==> config.mk <==
export PLATFORM = sky130hd
export DESIGN_NAME = onehot_token_sink
export DESIGN_NICKNAME = d
export VERILOG_FILES = /design/src/rtl/onehot_pkg.sv /design/src/rtl/onehot_seq_fifo.sv /design/src/rtl/onehot_token_sink.sv
export SDC_FILE = /design/constraint.sdc
export NUM_CORES = 1
export LEC_CHECK = 0
export ABC_AREA = 0
export CORE_MARGIN = 4
export CORE_UTILIZATION = 45
export CTS_BUF_LIST = sky130_fd_sc_hd__clkbuf_2 sky130_fd_sc_hd__clkbuf_4 sky130_fd_sc_hd__clkbuf_8
export DETAILED_ROUTE_END_ITERATION = 8
export GPL_TIMING_DRIVEN = 0
export PLACE_DENSITY = 0.76
export SYNTH_ARGS = -nofsm -noshare
export SYNTH_HDL_FRONTEND = slang
export SYNTH_SLANG_ARGS = --single-unit
==> constraint.sdc <==
create_clock -name clk -period 1.45 [get_ports clk]
set_clock_uncertainty 0.05 [all_clocks]
set_input_delay 0.2175 -clock clk [delete_from_list [all_inputs] [get_ports clk]]
set_output_delay 0.2175 -clock clk [all_outputs]
set_load 0.03 [all_outputs]
==> src/rtl/onehot_pkg.sv <==
// rtl/onehot_pkg.sv - shared defaults and FSM encoding for the token sink
package onehot_pkg;

  localparam int DEPTH_DEF = 4;
  localparam int SEQ_W_DEF = 4;

  typedef enum logic [1:0] {
    ST_EMPTY   = 2'd0,
    ST_PARTIAL = 2'd1,
    ST_FULL    = 2'd2
  } state_t;

endpackage

==> src/rtl/onehot_seq_fifo.sv <==
// rtl/onehot_seq_fifo.sv - circular tag buffer with occupancy tracking
module onehot_seq_fifo
  import onehot_pkg::*;
#(
  parameter int DEPTH = DEPTH_DEF,
  parameter int SEQ_W = SEQ_W_DEF,
  localparam int PTR_W = $clog2(DEPTH),
  localparam int OCC_W = PTR_W + 1
) (
  input  logic             clk,
  input  logic             rst,
  input  logic             push,
  input  logic             pop,
  input  logic [SEQ_W-1:0] wr_data,
  output logic [SEQ_W-1:0] rd_data,
  output logic [OCC_W-1:0] occupancy,
  output logic [OCC_W-1:0] occ_next
);

  localparam logic [OCC_W-1:0] OCC_ONE = OCC_W'(1);
  localparam logic [PTR_W-1:0] PTR_ONE = PTR_W'(1);

  logic [SEQ_W-1:0] mem [DEPTH];
  logic [PTR_W-1:0] wr_ptr;
  logic [PTR_W-1:0] rd_ptr;

  // Head of the buffer is always presented; it only moves on a pop.
  assign rd_data = mem[rd_ptr];

  // Next occupancy, shared with the FSM so both agree on full/empty transitions.
  always_comb begin
    occ_next = occupancy;
    if (push && !pop) begin
      occ_next = occupancy + OCC_ONE;
    end else if (pop && !push) begin
      occ_next = occupancy - OCC_ONE;
    end
  end

  // Storage and pointers; DEPTH is a power of two so pointers wrap naturally.
  always_ff @(posedge clk or negedge rst) begin
    if (!rst) begin
      for (int i = 0; i < DEPTH; i++) begin
        mem[i] <= '0;
      end
      wr_ptr    <= '0;
      rd_ptr    <= '0;
      occupancy <= '0;
    end else begin
      if (push) begin
        mem[wr_ptr] <= wr_data;
        wr_ptr      <= wr_ptr + PTR_ONE;
      end
      if (pop) begin
        rd_ptr <= rd_ptr + PTR_ONE;
      end
      occupancy <= occ_next;
    end
  end

endmodule

==> src/rtl/onehot_token_sink.sv <==
// rtl/onehot_token_sink.sv - buffers delay-line tokens, tags them, returns credits
module onehot_token_sink
  import onehot_pkg::*;
#(
  parameter int DEPTH = DEPTH_DEF,
  parameter int SEQ_W = SEQ_W_DEF,
  localparam int OCC_W = $clog2(DEPTH) + 1
) (
  input  logic             clk,
  input  logic             rst,
  input  logic             tok_in,
  output logic             out_valid,
  input  logic             out_ready,
  output logic [SEQ_W-1:0] out_seq,
  output logic [OCC_W-1:0] occupancy,
  output logic             credit,
  output logic             overflow
);

  localparam logic [OCC_W-1:0] OCC_FULL = OCC_W'(DEPTH);
  localparam logic [SEQ_W-1:0] SEQ_ONE  = SEQ_W'(1);

  state_t           state;
  logic [SEQ_W-1:0] seq_cnt;
  logic [OCC_W-1:0] occ_next;
  logic             pop;
  logic             push_ok;
  logic             drop;

  // A full buffer still accepts a token when the head leaves on the same edge.
  assign pop     = out_valid && out_ready;
  assign push_ok = tok_in && ((state != ST_FULL) || pop);
  assign drop    = tok_in && (state == ST_FULL) && !pop;

  onehot_seq_fifo #(
    .DEPTH (DEPTH),
    .SEQ_W (SEQ_W)
  ) u_fifo (
    .clk       (clk),
    .rst       (rst),
    .push      (push_ok),
    .pop       (pop),
    .wr_data   (seq_cnt),
    .rd_data   (out_seq),
    .occupancy (occupancy),
    .occ_next  (occ_next)
  );

  // Fill-level FSM plus tag counter, credit pulse and sticky overflow.
  always_ff @(posedge clk or negedge rst) begin
    if (!rst) begin
      state     <= ST_EMPTY;
      seq_cnt   <= '0;
      out_valid <= 1'b0;
      credit    <= 1'b0;
      overflow  <= 1'b0;
    end else begin
      credit    <= pop;
      out_valid <= (occ_next != '0);
      if (drop) begin
        overflow <= 1'b1;
      end
      if (push_ok) begin
        seq_cnt <= seq_cnt + SEQ_ONE;
      end
      case (state)
        ST_EMPTY: begin
          if (push_ok) begin
            state <= ST_PARTIAL;
          end
        end
        ST_PARTIAL: begin
          if (occ_next == OCC_FULL) begin
            state <= ST_FULL;
          end else if (occ_next == '0) begin
            state <= ST_EMPTY;
          end
        end
        ST_FULL: begin
          if (pop && !push_ok) begin
            state <= ST_PARTIAL;
          end
        end
        default: state <= ST_EMPTY;
      endcase
    end
  end

endmodule

==> flow_summary.yaml <==
outcome:
  run_status: "finished with violations"
  violations: "setup timing"
floorplan:
  core_um2: 3360
  start_util_pct: 47.0
  die_h_um: 67.3
  num_rows: 21
  die_x_um: 67.3
  die_area_um2: 4520
  io_pins: 14
yosys:
  synth_top_area_share_pct: 50.7
  syn_inst: 112
  yosys.area.top_type: "dfrtp_1"
  synth_edf_count: 0
  syn_avg_cell_area_um2: 14.1
  syn-num-nets: 123
  synth-seq-area-share_pct: 50.7
  yosys_most_used_dff: "dfrtp_1"
  synth_cell_types: 31
  async_flop_share_pct: 100
  yosys_register_bits: 32
  synthTopCellsByArea: "dfrtp_1 (51%), mux2_4 (11%), mux4_2 (5.7%)"
  synth_area_um2: 1580
  synth_warnings: 0
power_and_ir_drop:
  peakVddDrop_mv: 0.798
  cellLeakagePower_uw: 0.000899
  p_per_area_nw_per_um2: 2550
routing:
  wire_per_inst_um: 13.7
  drt_wl_total_um: 2600
  vias: 917
  viasPerCell: 4.85
  drc: 0
  firstDrtPassIters: 4
  postRouteAntennaNets: 0
  drtIter0Drc: 20
cells_and_area:
  multi_input_area_um2: 808
  final_area_um2: 2010
  antenna_cells: 0
  layout_commonest_cell: "dfrtp_1"
  drive_gt1_share_pct: 49.0
  finalNetCount: 153
  fillers: 273
  final_cell_mix: "dfrtp_1 (27), mux2_4 (12), buf_4 (10)"
  area_growth_pct: 27.2
  regArea_um2: 807
  fin_cells: 189
timing:
  setup_slack_ns: -0.295
  max-slew-margin-rel_pct: 54.1
  hold_violations: 0
  rsz0062_at_grt: "yes"
  slew_viol_final: 0
  post-route-period-util_pct: 120
  fin_crit_ns: 1.74
  setup_viol: 17
  fmax_ghz: 0.573
  worst_slew_pin_slew_ns: 0.689
worst_hold_path:
  hold_class: "input port to async pin"
worst_setup_path:
  cp-end-kind: "output pin"
  crit_arrival_ns: 1.48
  start_kind: "register"
  critical_path_required_ns: 1.18
  path_class: "register to output pin"
  cp_max_fo: 5
grt:
  grt_pass1_vias: 936
  grt_pass1_wl_um: 4310
  gr-total-overflow: 0
  grtUsageTotal_pct: 13.2
  grt_max_degree: 33
  grt_antenna_before_repair: 0
run:
  drv_cap: 0
cts:
  htreeDepth: 2
  cts_root_buf: "clkbuf_4"
  cts_sinks: 32
  cts_tree: "yes"
  clk_latency_ns: 0.33
  clk_path_buf_depth: 2
  cts-buffers-inserted: 5
  path_clk_slew_ns: 0.10
placed_design:
  portBuffers: 13
  gp_congestion: 0.759
  dpl_cell_area_um2: 1790
  dp_hpwl_um: 1800
  dp.cells: 171
-- what timing repair did --
item                                   4_1_cts  5_1_grt
endpoints found under the hold margin        0       32
resized for setup                           42       10
hold buffers                                 0        1
pin swaps                                    5        2
setup buffers                                7        2
setup endpoints to repair                   62       22
-- through the flow --
stage                     util (%)  hold slack [ns]  setup TNS [ns]  setup WS, ns  total power (µW)
after CTS                     58.3            0.303           -1.30        -0.328              5030
after global routing          59.8            0.451           -2.27        -0.361              5450
final                         59.8            0.406           -1.30        -0.295              5120
after global placement        53.3            0.405          -21.36        -0.532              4030
after detailed placement      53.3            0.418          -23.92        -0.593              4120
after floorplan                  -           -0.128         -0.0665       -0.0344              3460
-- sequential cells by signal, summed over array words and instances, names as in the netlist --
name and cells:
overflow 1, u_fifo.occupancy 3, state 2, u_fifo.wr_ptr 2, credit 1, out_valid 1, seq_cnt 4, u_fifo.mem 16
u_fifo.rd_ptr 2
-- final cells by class --
type                            count  area share, %
Buffer                              3           1.49
Inverter                            6           1.24
Tap cell                           46           2.86
Sequential cell                    32           40.1
Multi-Input combinational cell     71           40.2
Clock buffer                        5           1.87
Clock inverter                      3           2.12
Timing Repair Buffer               23           10.1
-- report_power, final --
group	internal, µW	switching, µW	total, µW
clock	359	312	672
sequential	1350	375	1730
combinational	1510	1210	2720
-- layer usage --
metal / track usage (%) / routed length [µm] / vias up
met1: 16.7 / 1200 / 454
met3: 5.16 / 95 / 4
met4: 6.33 / 25 / 0
met5: 0 / 0 / -
met2: 19.9 / 1270 / 12
li1: - / - / 447
-- cells by family after synthesis --
logic type | count (synthesis) | share of synthesized area, %
DFF | 32 | 50.7
muxes | 22 | 21.3
and+or+nand+nor | 21 | 9.66
AOI/OAI and AO/OA | 13 | 5.46
buffers and inverters | 9 | 2.93
xor gates and xnor gates | 8 | 4.43
adders and majority gates | 7 | 5.54
-- final timing paths --
kind | slack [ns] | endpoint | start | cells past startpoint
worst max-delay path | -0.29 | out_seq[1] | u_fifo.rd_ptr[0]$_DFFE_PN0N_ | 3
worst min-delay path | 0.41 | u_fifo.mem[4]$_DFFE_PN0P_ | rst | 2
worst max register to register | -0.02 | u_fifo.mem[14]$_DFFE_PN0P_ | state[1]$_DFFE_PN0P_ | 5
worst min register to register | 0.42 | overflow$_DFFE_PN0P_ | overflow$_DFFE_PN0P_ | 1
max in group asynchronous | 0.45 | u_fifo.occupancy[0]$_DFF_PN0_ | rst | 2
min in group clk | 0.42 | overflow$_DFFE_PN0P_ | overflow$_DFFE_PN0P_ | 1
-- cell usage after synthesis, drive strengths merged, types with 2 or more instances --
cell / n
dfrtp: 32
mux2: 17
nand2: 11
ha: 7
xnor2: 7
inv: 6
mux4: 4
o21ai: 4
buf: 3
a21oi: 2
a31o: 2
nand2b: 2
nor2: 2
o22ai: 2
-- critical path, cell delays in order (launching register included) --
cell and delay [ns]:
dfrtp_1 0.35, buf_6 0.13, mux4_2 0.51, buf_6 0.16
Note: power is estimated with default switching activity, not from simulation.
